## src/rtl/dmem_arb_pkg.sv

```systemverilog
// Shared types and helpers for the dual-core data-memory arbiter.
package dmem_arb_pkg;

    localparam int unsigned XLEN   = 32;
    localparam int unsigned WORD_W = 30;

    typedef enum logic [1:0] {
        AMO_NONE = 2'b00,
        AMO_LR   = 2'b01,
        AMO_SC   = 2'b10,
        AMO_RSV  = 2'b11
    } amo_e;

    localparam logic [2:0] F3_B  = 3'b000;
    localparam logic [2:0] F3_H  = 3'b001;
    localparam logic [2:0] F3_W  = 3'b010;
    localparam logic [2:0] F3_BU = 3'b100;
    localparam logic [2:0] F3_HU = 3'b101;

    typedef enum logic [1:0] {
        RSP_LOAD  = 2'b00,
        RSP_STORE = 2'b01,
        RSP_SC    = 2'b10
    } rsp_kind_e;

    typedef struct packed {
        logic      valid;
        logic      owner;
        rsp_kind_e kind;
        logic      err;
        logic      sc_fail;
    } rsp_t;

    // LR/SC are always word accesses regardless of funct3.
    function automatic logic misaligned(input amo_e amo, input logic [2:0] f3,
                                        input logic [1:0] lsb);
        logic m;
        m = 1'b0;
        if (amo != AMO_NONE)
            m = (lsb != 2'b00);
        else if (f3 == F3_H || f3 == F3_HU)
            m = lsb[0];
        else if (f3 == F3_W)
            m = (lsb != 2'b00);
        return m;
    endfunction

endpackage

```

## src/rtl/dmem_reservation.sv

```systemverilog
// Per-core LR.W reservation registers with write snooping from the other core.
module dmem_reservation
    import dmem_arb_pkg::*;
(
    input  logic              clk,
    input  logic              rst_n,
    input  logic [1:0]        set,
    input  logic [1:0]        clear_own,
    input  logic [WORD_W-1:0] word,
    input  logic              snoop_we,
    input  logic              snoop_id,
    output logic [1:0]        match
);

    logic [1:0]             valid_q;
    logic [1:0][WORD_W-1:0] word_q;

    always_ff @(posedge clk) begin
        if (!rst_n) begin
            valid_q <= '0;
            word_q  <= '0;
        end else begin
            for (int c = 0; c < 2; c++) begin
                if (set[c]) begin
                    valid_q[c] <= 1'b1;
                    word_q[c]  <= word;
                end else if (clear_own[c]) begin
                    valid_q[c] <= 1'b0;
                end else if (snoop_we && snoop_id != 1'(c) && word_q[c] == word) begin
                    valid_q[c] <= 1'b0;
                end
            end
        end
    end

    assign match[0] = valid_q[0] && (word_q[0] == word);
    assign match[1] = valid_q[1] && (word_q[1] == word);

endmodule

```

## src/rtl/dmem_arbiter.sv

```systemverilog
// Round-robin two-core arbiter in front of data_mem with alignment/range checks
// and LR.W/SC.W support; responses return one cycle after the grant.
module dmem_arbiter
    import dmem_arb_pkg::*;
#(
    parameter int unsigned DMEM_BYTES = 4096
) (
    input  logic                 clk,
    input  logic                 rst_n,
    input  logic [1:0]           core_req,
    input  logic [1:0]           core_we,
    input  logic [1:0][1:0]      core_amo,
    input  logic [1:0][XLEN-1:0] core_addr,
    input  logic [1:0][XLEN-1:0] core_wdata,
    input  logic [1:0][2:0]      core_funct3,
    output logic [1:0]           core_gnt,
    output logic [1:0]           core_rsp_valid,
    output logic [1:0][XLEN-1:0] core_rsp_data,
    output logic [1:0]           core_rsp_err,
    output logic                 mem_read,
    output logic                 mem_write,
    output logic [XLEN-1:0]      mem_address,
    output logic [XLEN-1:0]      mem_wdata,
    output logic [2:0]           mem_funct3,
    input  logic [XLEN-1:0]      mem_rdata
);

    logic            last_gnt;
    logic            win;
    logic            grant_any;
    logic [1:0]      win_oh;
    amo_e            sel_amo;
    logic            sel_we;
    logic [XLEN-1:0] sel_addr;
    logic [2:0]      sel_f3;
    logic            err;
    logic            ok;
    logic            is_load;
    logic            is_store;
    logic            is_lr;
    logic            is_sc;
    logic [1:0]      resv_match;
    logic            sc_match;
    rsp_t            rsp_q;
    logic [XLEN-1:0] rsp_word;

    // Contention goes to the core that did not win last time.
    always_comb begin
        win = 1'b0;
        if (core_req == 2'b11)
            win = ~last_gnt;
        else if (core_req[1])
            win = 1'b1;
    end

    assign grant_any = rst_n && (core_req != 2'b00);
    assign win_oh    = win ? 2'b10 : 2'b01;
    assign core_gnt  = grant_any ? win_oh : 2'b00;

    assign sel_amo  = amo_e'(core_amo[win]);
    assign sel_we   = core_we[win];
    assign sel_addr = core_addr[win];
    assign sel_f3   = core_funct3[win];

    assign err = (sel_amo == AMO_RSV)
              || (sel_addr >= 32'(DMEM_BYTES))
              || misaligned(sel_amo, sel_f3, sel_addr[1:0]);

    assign is_lr    = (sel_amo == AMO_LR);
    assign is_sc    = (sel_amo == AMO_SC);
    assign is_store = (sel_amo == AMO_NONE) && sel_we;
    assign is_load  = ((sel_amo == AMO_NONE) && !sel_we) || is_lr;
    assign sc_match = resv_match[win];
    assign ok       = grant_any && !err;

    assign mem_read    = ok && is_load;
    assign mem_write   = ok && (is_store || (is_sc && sc_match));
    assign mem_address = sel_addr;
    assign mem_wdata   = core_wdata[win];
    assign mem_funct3  = (sel_amo == AMO_NONE) ? sel_f3 : F3_W;

    dmem_reservation u_resv (
        .clk       (clk),
        .rst_n     (rst_n),
        .set       ((ok && is_lr) ? win_oh : 2'b00),
        .clear_own ((ok && is_sc) ? win_oh : 2'b00),
        .word      (sel_addr[XLEN-1:2]),
        .snoop_we  (mem_write),
        .snoop_id  (win),
        .match     (resv_match)
    );

    always_ff @(posedge clk) begin
        if (!rst_n) begin
            rsp_q    <= '0;
            last_gnt <= 1'b1;
        end else begin
            rsp_q.valid <= grant_any;
            if (grant_any) begin
                rsp_q.owner   <= win;
                rsp_q.kind    <= is_sc ? RSP_SC : (is_store ? RSP_STORE : RSP_LOAD);
                rsp_q.err     <= err;
                rsp_q.sc_fail <= is_sc && !sc_match;
                last_gnt      <= win;
            end
        end
    end

    // Load data is passed straight through from data_mem's registered output.
    always_comb begin
        core_rsp_valid = '0;
        core_rsp_err   = '0;
        core_rsp_data  = '0;
        rsp_word       = '0;
        if (!rsp_q.err) begin
            case (rsp_q.kind)
                RSP_LOAD: rsp_word = mem_rdata;
                RSP_SC:   rsp_word = {31'b0, rsp_q.sc_fail};
                default:  rsp_word = '0;
            endcase
        end
        if (rsp_q.valid) begin
            core_rsp_valid[rsp_q.owner] = 1'b1;
            core_rsp_err[rsp_q.owner]   = rsp_q.err;
            core_rsp_data[rsp_q.owner]  = rsp_word;
        end
    end

endmodule

```

## config.mk

```make
export PLATFORM = sky130hd
export DESIGN_NAME = dmem_arbiter
export DESIGN_NICKNAME = d
export VERILOG_FILES = /design/src/rtl/dmem_arb_pkg.sv /design/src/rtl/dmem_reservation.sv /design/src/rtl/dmem_arbiter.sv
export SDC_FILE = /design/constraint.sdc
export NUM_CORES = 1
export LEC_CHECK = 0
export BUFFER_PORTS_ARGS = -buffer_cell sky130_fd_sc_hd__buf_2
export CAP_MARGIN = 20
export CORE_AREA = 2 2 122 124
export DETAILED_ROUTE_END_ITERATION = 10
export DIE_AREA = 0 0 124 126
export GPL_ROUTABILITY_DRIVEN = 1
export PLACE_DENSITY_LB_ADDON = 0.3
export SLEW_MARGIN = 40
export SYNTH_ARGS = -nofsm -noshare
export SYNTH_HDL_FRONTEND = slang
export SYNTH_HIERARCHICAL = 1
export SYNTH_SLANG_ARGS = --single-unit
export TNS_END_PERCENT = 10
```

## constraint.sdc

```tcl
create_clock -name clk -period 6.8 [get_ports clk]
set_clock_uncertainty 0.1 [all_clocks]
set_input_delay 1.7 -clock clk [delete_from_list [all_inputs] [get_ports clk]]
set_output_delay 1.7 -clock clk [all_outputs]
set_load 0.01 [all_outputs]
```

==> results of run 1 <==
[metrics by stage]
step                cell area [um^2]  hold slack [ns]  utilization
floorplan                       5020            0.354            -
global placement                6770            0.394        0.473
detailed placement              6780            0.390        0.473
CTS                             7040            0.400        0.492
global route                    7040            0.417        0.492
finish                          7050            0.401        0.492
[path summary, 6_finish.rpt]
check	from	endpoint	cells past startpoint
hold / removal	rsp_q[4]	rsp_q[4]	2
setup reg to reg	last_gnt	u_resv/valid_q[0]	17
setup / recovery	core_req[0]	mem_write	15
hold reg to reg	rsp_q[4]	rsp_q[4]	2
[worst max-delay path, stage by stage]
cell and delay, ns:
buf_2 0.12, nand2_1 0.12, nand2_4 0.15, inv_4 0.32
buf_4 0.23, nand2_1 0.07, nand2_1 0.16, xor2_1 0.10
nor4_1 0.43, nand2_1 0.14, nor3_2 0.21, inv_1 0.06
o221a_2 0.29, a211oi_2 0.29, buf_2 0.20
[Yosys cell counts (2+ instances only)]
| library cell | n | area (um^2) |
|---|---|---|
| o21ai_0 | 9 | 45.0 |
| nand2_1 | 202 | 758 |
| nor3_1 | 4 | 20.0 |
| nor4_1 | 17 | 106 |
| clkbuf_1 | 18 | 67.6 |
| nor2b_1 | 63 | 394 |
| buf_1 | 8 | 30.0 |
| mux2i_1 | 62 | 621 |
| xor2_1 | 58 | 508 |
| nand4_1 | 5 | 31.3 |
| and3_1 | 3 | 18.8 |
| nor3_2 | 4 | 40.0 |
| a21oi_1 | 6 | 30.0 |
| buf_2 | 9 | 45.0 |
| nand2b_1 | 5 | 31.3 |
| inv_1 | 7 | 26.3 |
| nand3b_1 | 2 | 15.0 |
| o21ba_1 | 2 | 20.0 |
| and2_1 | 63 | 394 |
| dfxtp_1 | 69 | 1380 |
| nor4_2 | 7 | 87.6 |
| xnor2_1 | 2 | 17.5 |
| and4b_1 | 2 | 20.0 |
| nor2_1 | 14 | 52.6 |
| nand3_1 | 7 | 35.0 |
| or3b_2 | 2 | 17.5 |
[power groups by stage]
stage | Sequential [mW] | Clock (mW) | Combinational, mW
floorplan | 0.418 | 0 | 0.157
global placement | 0.418 | 0 | 0.306
finish | 0.410 | 0.432 | 0.307
CTS | 0.410 | 0.441 | 0.308
global route | 0.410 | 0.458 | 0.336
detailed placement | 0.419 | 0 | 0.306
[metal layers]
layer,global-route usage,share of wire,up-vias
li1,-,-,2786
met1,0.296,0.41,2510
met2,0.420,0.50,181
met3,0.0516,0.069,19
met4,0.0641,0.013,0
met5,0,0,-
[state kept, by name, indices dropped and copies added, names as in the netlist]
register,count
u_resv/word_q,60
rsp_q,6
u_resv/valid_q,2
last_gnt,1
[cells in the final DEF, fill, tap and decap left out, drive strengths merged, types with 3 or more instances in the layout]
| cell | instances |
|---|---|
| nor3 | 8 |
| nor4 | 24 |
| nand3 | 7 |
| o21ai | 9 |
| xor2 | 58 |
| mux2i | 62 |
| nand2 | 203 |
| a21oi | 6 |
| and2 | 63 |
| clkbuf | 11 |
| and3 | 3 |
| nor2b | 63 |
| buf | 326 |
| nand2b | 5 |
| nor2 | 14 |
| nand4 | 5 |
| inv | 8 |
| dfxtp | 69 |
[kinds of logic (layout without fill, tap and decap cells)]
family,Yosys count,after routing
other cells,0,1
xor+xnor,60,60
flops,69,69
simple gates,408,408
buf+inv,44,349
compound gates,27,27
mux,62,62
[cell type report]
| class | count | area (um^2) |
|---|---|---|
| sequential | 69 | 1380 |
| multi-input combinational | 557 | 3470 |
| inverter | 8 | 32.5 |
| fill | 1470 | 7270 |
| antenna | 1 | 2.50 |
| clock inverter | 4 | 25.0 |
| tap | 184 | 230 |
| clock buffer | 11 | 243 |
| timing repair buffer | 326 | 1660 |
==> flow_summary_export.csv, run 1 <==
group,metric,value,unit
outcome,status,"finished, final reports clean",
clocking,cts_setup_buffers,0,
placement,post-place-cells,1144,
clocking,cts-resized-gates,0,
floorplanning,core_area,14300,um^2
setup_path,crit_type,"primary input to primary output",
clocking,clk_latency,0.34,ns
placement,dp_hpwl,15.7,mm
clocking,cts_buffer_depth,2,
synthesis,synth_edf_count,0,
drt,ant_nets,0,
clocking,ctsHoldBuffers,0,
final_layout,fin_cells,1160,
grt,grt_pass1_wl,28.2,mm
synthesis,synth-async-reset-ratio,0,
timing,hold_viol,0,
drt,drc_errors,0,
clocking,clock-sinks,69,
setup_path,cp-start-kind,"primary input",
drt,dr.pass1.iters,4,
grt,grt-ovfl-total,0,
drt,viasPerCell,4.74,
setup_path,crit_path_end_kind,"primary output",
min_path,min_path_type,"register to register",
synthesis,ys_types,46,
synthesis,synth_cells,670,
synthesis,syn_area_per_cell,7.49,um^2
pwr,seq_power_share,0.357,
job,drv_cap,0,
clocking,numCtsBuffers,9,
grt,grt_max_degree,58,
pwr,p_clk_frac,0.376,
timing,fmax,156,MHz
timing,max_slew.worst_pin.slew,0.812,ns
clocking,cts_tree,"done",
synthesis,ys_warn_count,6,
timing,rsz0062_at_grt,"no",
timing,layout_setup_ws,0.402,ns
clocking,cts.clk_slew.worst_paths,0.06,ns
pwr,net-switching-power,363,uW
synthesis,ys_seq_elements,69,
placement,gp_congestion,0.848,
grt,grtUsageTotal,0.240,
pwr,p_comb_frac,0.267,
floorplanning,ios,315,
timing,period_needed,6.40,ns
final_layout,nNetsFinal,1147,
synthesis,ys.flop_type,"dfxtp_1",
pwr,switching_share,0.316,
floorplanning,die-height,126,um
setup_path,arrival,4.60,ns
synthesis,synth_mux_area_frac,0.124,
clocking,cts_root_buffer,"clkbuf_16",
setup_path,critical_path_required,5.00,ns
drt,vias,5496,
floorplanning,start_util,0.351,
pwr,irDropWorstVdd,0.108,mV
synthesis,synth_top_family_by_area,"simple AND/OR/NAND/NOR gates",
pwr,power.leakage,3.60,nW
synthesis,synthSimpleGateAreaFrac,0.417,
setup_path,critPathMaxFanout,32,
pwr,p_int,786,uW
grt,grt_pass1_vias,4943,
synthesis,synth_fa_ha_area_frac,0,
final_layout,layout-drive-gt1-share,0.377,
clocking,htree_levels,3,
synthesis,synth_compound_area_frac,0.0419,
timing,fin_crit_sh,0.941,
floorplanning,fp.dieW,124,um
timing,setup-violations-final,0,
timing,setup_tns,0,ns
synthesis,syn-cell-area,5020,um^2
placement,dpl_worst_slack,0.396,ns
pwr,totalPowerFinal,1.15,mW
grt,antenna_found_initial,1,
drt,routedWlPerCell,16.9,um
drt,drt_iter0_drc,299,
placement,io_buffers,314,
final_layout,area_growth,40.4,%
synthesis,syn_nets,846,
drt,routed_wl,19.6,mm
setup_path,rrSetupSlack,2.90,ns
floorplanning,die_area,15600,um^2
floorplanning,rows,44,
pwr,cellPowerDensity,163,nW/um^2
synthesis,ys_seq_area_frac,0.275,
timing,report.final.slew_viol_count,0,
timing,max_slew_margin,0.454,
synthesis,synth-xor-area-share,0.105,
No activity file was read; power rests on OpenSTA's default activity.
==> run 2, diff against run 1 <==
==> constraint.sdc (replaced) <==
create_clock -name clk -period 7.84 [get_ports clk]
set_clock_uncertainty 0.1 [all_clocks]
set_input_delay 1.96 -clock clk [delete_from_list [all_inputs] [get_ports clk]]
set_output_delay 1.96 -clock clk [all_outputs]
set_load 0.01 [all_outputs]
==> flow_summary_export.csv, run 2 (synthesis results as in run 1) <==
group,metric,value,unit
outcome,status,"finished, final reports clean",
clocking,cts_tree,"done",
final_layout,final_util,0.492,
floorplanning,start_util,0.351,
final_layout,final_cell_mix,"buf_2 (314), nand2_1 (202), dfxtp_1 (69), and2_1 (63), nor2b_1 (63)",
floorplanning,die_area,15600,um^2
setup_path,critPathSlowestCell,"buf_4",
grt,grt_max_degree,68,
clocking,cts_root_buffer,"clkbuf_16",
final_layout,fillCellCount,1454,
pwr,power.leakage,3.58,nW
setup_path,cp_common_cell,"nand2_1",
final_layout,mostFrequentLayoutCell,"buf_2",
drt,drt_iter0_drc,340,
timing,report.final.slew_viol_count,0,
setup_path,critical_path_required,5.78,ns
grt,antenna_found_initial,3,
drt,vias,5495,
grt,grt-ovfl-total,0,
drt,ant_nets,0,
floorplanning,core_area,14300,um^2
clocking,cts_buffer_depth,2,
timing,setup-violations-final,0,
timing,period_needed,6.85,ns
placement,dp_hpwl,15.2,mm
pwr,cellPowerDensity,144,nW/um^2
setup_path,crit_path_end_kind,"primary output",
job,drv_cap,0,
setup_path,timing.rr.start,"last_gnt",
final_layout,multiInputGateArea,3470,um^2
placement,gp_congestion,0.828,
clocking,cts-resized-gates,0,
timing,hold_viol,0,
floorplanning,ios,315,
setup_path,max_stage_delay,0.38,ns
final_layout,fin_area,7040,um^2
setup_path,cp_num_buf_inv,5,
grt,grt_pass1_vias,4932,
final_layout,nNetsFinal,1141,
timing,setup_tns,0,ns
final_layout,top_register,"u_resv/word_q",
drt,dr.pass1.iters,5,
timing,max_slew_margin,0.534,
setup_path,crit_start,"core_req[0]",
min_path,worstHoldStart,"rsp_q[0]",
pwr,irDropWorstVdd,0.107,mV
min_path,min_path_type,"register to register",
final_layout,seq_area,1380,um^2
clocking,cts_setup_buffers,0,
final_layout,layout-drive-gt1-share,0.374,
setup_path,arrival,4.79,ns
timing,fmax,146,MHz
clocking,htree_levels,3,
final_layout,reg_top3,"u_resv/word_q (60), rsp_q (6), u_resv/valid_q (2)",
setup_path,path_cells,"buf_2, nand2_1, nand2_4, inv_4, buf_4, nand2_1, nand2_1, xor2_1, nor4_2, nand2_1, nor3_2, inv_1, o221a_2, a211oi_2, buf_2",
final_layout,area_growth,40.2,%
clocking,clk_latency,0.34,ns
timing,fin_crit_sh,0.874,
clocking,cts.clk_slew.worst_paths,0.06,ns
drt,routedWlPerCell,16.7,um
final_layout,largest_register_ff_count,60,
clocking,clock-sinks,69,
drt,viasPerCell,4.75,
pwr,totalPowerFinal,1.01,mW
setup_path,crit_type,"primary input to primary output",
floorplanning,fp.dieW,124,um
setup_path,path_delay_family,"buffers and inverters",
floorplanning,die-height,126,um
clocking,numCtsBuffers,9,
timing,max_slew.worst_pin.slew,0.692,ns
grt,grtUsageTotal,0.235,
timing,rsz0062_at_grt,"no",
grt,grt_pass1_wl,27.7,mm
clocking,ctsHoldBuffers,0,
setup_path,cp-start-kind,"primary input",
placement,io_buffers,314,
setup_path,critPathMaxFanout,49,
placement,placed_area,6740,um^2
drt,drc_errors,0,
floorplanning,rows,44,
drt,routed_wl,19.3,mm
==> run 2: final cells by class <==
| type | instances | share of cell area |
|---|---|---|
| antenna | 2 | 0.000711 |
| clock buffer | 12 | 0.0365 |
| clock inverter | 4 | 0.00427 |
| inverter | 8 | 0.00462 |
| multi-input combinational | 557 | 0.493 |
| sequential | 69 | 0.196 |
| tap | 184 | 0.0327 |
| timing repair buffer | 320 | 0.232 |
==> run 2: worst reg2reg max path, stage by stage, from the launching register on <==
cell	delay, ns
dfxtp_1	0.31
nand2_1	0.11
nand2_4	0.08
inv_4	0.37
buf_4	0.41
nand2_1	0.09
nand2_1	0.17
xor2_1	0.11
nor4_2	0.23
nand2_1	0.11
nor3_2	0.23
inv_1	0.07
o221a_2	0.29
a211oi_2	0.24
nand2_1	0.09
nor4_1	0.26
nand4_1	0.14
o21ba_1	0.20
==> run 2: per-stage QoR <==
stage	setup WS, ns	hold slack [ns]	cells
3_3_place_gp	1.02	0.389	1138
3_5_place_dp	0.967	0.393	1138
4_1_cts	0.951	0.404	1154
5_1_grt	0.645	0.446	1154
6_report	0.987	0.411	1156
2_1_floorplan	1.39	0.354	670
==> run 2: path summary, 6_finish.rpt <==
check | cells past startpoint | slack (ns) | end
setup / recovery | 15 | 0.99 | mem_write
hold / removal | 2 | 0.41 | rsp_q[0]
setup reg to reg | 17 | 4.13 | u_resv/valid_q[0]
hold reg to reg | 2 | 0.41 | rsp_q[0]
==> run 2: power breakdown <==
group          total [mW]  switching (mW)  internal (mW)  leakage, nW
Clock               0.396           0.163          0.233        0.139
Combinational       0.262           0.156          0.107         2.89
Sequential          0.355         0.00238          0.353        0.557
==> run 2: routing by layer <==
metal  GRT usage  vias to the layer above  wire length (um)
met5           0                        -                13
met1       0.277                     2500              7680
met2       0.424                      196              9840
met3      0.0630                       22              1500
li1            -                     2775                 -
met4      0.0463                        2               257
==> run 3, diff against run 2 <==
--- a/config.mk
+++ b/config.mk
@@ -7,9 +7,8 @@
 export LEC_CHECK = 0
 export BUFFER_PORTS_ARGS = -buffer_cell sky130_fd_sc_hd__buf_2
 export CAP_MARGIN = 20
-export CORE_AREA = 2 2 122 124
+export CORE_UTILIZATION = 30
 export DETAILED_ROUTE_END_ITERATION = 10
-export DIE_AREA = 0 0 124 126
 export GPL_ROUTABILITY_DRIVEN = 1
 export PLACE_DENSITY_LB_ADDON = 0.3
 export SLEW_MARGIN = 40
==> flow_summary_export.csv, run 3 (synthesis results as in run 1) <==
group,metric,value,unit
placement,gp_congestion,0.905,
timing,rsz0062_at_grt,"no",
setup_path,crit_type,"primary input to primary output",
drt,routed_wl,19.0,mm
setup_path,r2r-end,"u_resv/valid_q[0]",
grt,grt_pass1_wl,28.6,mm
pwr,irDropWorstVdd,0.109,mV
final_layout,largest_register_ff_count,60,
floorplanning,fp.dieW,131,um
clocking,cts-resized-gates,0,
drt,ant_nets,0,
final_layout,reg_top3,"u_resv/word_q (60), rsp_q (6), u_resv/valid_q (2)",
setup_path,cp-start-kind,"primary input",
clocking,clk_latency,0.33,ns
timing,fmax,143,MHz
grt,grt-ovfl-total,0,
floorplanning,die-height,131,um
floorplanning,rows,46,
floorplanning,ios,315,
outcome,status,"finished, final reports clean",
clocking,cts.clk_slew.worst_paths,0.05,ns
final_layout,layout-drive-gt1-share,0.376,
final_layout,nNetsFinal,1143,
grt,antenna_found_initial,2,
grt,grt_max_degree,68,
clocking,cts_tree,"done",
setup_path,crit_path_end_kind,"primary output",
timing,hold_viol,0,
setup_path,critPathMaxFanout,44,
min_path,worstHoldStart,"rsp_q[4]",
floorplanning,start_util,0.311,
min_path,hold_depth,2,
pwr,power.leakage,3.60,nW
grt,grtUsageTotal,0.213,
setup_path,critical_path_required,5.78,ns
floorplanning,die_area,17300,um^2
timing,setup_tns,0,ns
setup_path,timing.rr.start,"last_gnt",
timing,max_slew_margin,0.493,
clocking,htree_levels,3,
clocking,cts_root_buffer,"clkbuf_16",
drt,drc_errors,0,
floorplanning,core_area,16100,um^2
clocking,ctsHoldBuffers,0,
timing,setup-violations-final,0,
placement,dpl_worst_slack,0.828,ns
drt,drt_iter0_drc,247,
clocking,cts_setup_buffers,0,
min_path,min_to,"rsp_q[4]",
timing,layout_setup_ws,0.860,ns
final_layout,final_cell_mix,"buf_2 (314), nand2_1 (202), dfxtp_1 (69), and2_1 (63), nor2b_1 (63)",
min_path,min_path_type,"register to register",
final_layout,multiInputGateArea,3470,um^2
final_layout,top_register,"u_resv/word_q",
pwr,cellPowerDensity,145,nW/um^2
drt,vias,5483,
setup_path,arrival,4.92,ns
grt,grt_pass1_vias,5054,
final_layout,fillCellCount,1702,
drt,routedWlPerCell,16.0,um
placement,dp_hpwl,15.0,mm
timing,report.final.slew_viol_count,0,
final_layout,mostFrequentLayoutCell,"buf_2",
job,drv_cap,0,
timing,max_slew.worst_pin.slew,0.754,ns
drt,dr.pass1.iters,5,
drt,viasPerCell,4.62,
final_layout,seq_area,1380,um^2
setup_path,rrSetupSlack,3.92,ns
clocking,clock-sinks,69,
final_layout,area_growth,41.4,%
clocking,numCtsBuffers,9,
setup_path,r2r_cells,17,
final_layout,diodes,0,
pwr,totalPowerFinal,1.03,mW
placement,io_buffers,314,
clocking,cts_buffer_depth,2,
timing,fin_crit_sh,0.890,
timing,period_needed,6.98,ns
-- run 3: power by group --
part           total (mW)  internal, mW  switching (mW)
registers           0.355         0.353         0.00242
clock network       0.411         0.254           0.157
logic               0.263         0.108           0.155
total                1.03         0.715           0.314
-- run 3: metal layers --
metal | track usage | wire (um) | vias up
li1 | - | - | 2785
met1 | 0.256 | 7920 | 2462
met2 | 0.387 | 9640 | 216
met3 | 0.0482 | 1220 | 16
met4 | 0.0394 | 176 | 4
met5 | 0 | 27 | -
-- run 3: per-stage QoR --
step / area [um^2] / instances / hold slack, ns / util
after detailed placement: 6800 / 1172 / 0.393 / 0.422
final: 7100 / 1187 / 0.401 / 0.440
after global placement: 6790 / 1172 / 0.388 / 0.422
after CTS: 7100 / 1187 / 0.402 / 0.440
after global routing: 7100 / 1187 / 0.423 / 0.440
after floorplan: 5020 / 670 / 0.354 / -
-- run 3: worst max-delay path by stage --
stage,from,endpoint,slack (ns),cells after the start
after floorplan,core_req[0],mem_write,1.39,15
final,core_req[0],mem_write,0.86,15
after global routing,core_req[0],mem_write,0.58,15
after CTS,core_req[0],mem_write,0.82,15
after global placement,core_req[0],mem_write,0.92,15
after detailed placement,core_req[0],mem_write,0.83,15
-- run 3: layout make-up --
type / instances / share of cell area
clock buffer: 10 / 0.0337
timing repair buffer: 322 / 0.232
clock inverter: 5 / 0.00846
sequential: 69 / 0.195
tap: 216 / 0.0381
inverter: 8 / 0.00458
multi-input combinational: 557 / 0.489
-- run 3: worst max-delay path, cell delays in order --
cell      delay, ns
buf_2          0.12
nand2_1        0.12
nand2_4        0.08
inv_4          0.37
buf_4          0.32
nand2_1        0.08
nand2_1        0.18
xor2_1         0.11
nor4_2         0.39
nand2_1        0.11
nor3_2         0.24
inv_1          0.07
o221a_2        0.29
a211oi_2       0.27
buf_2          0.19
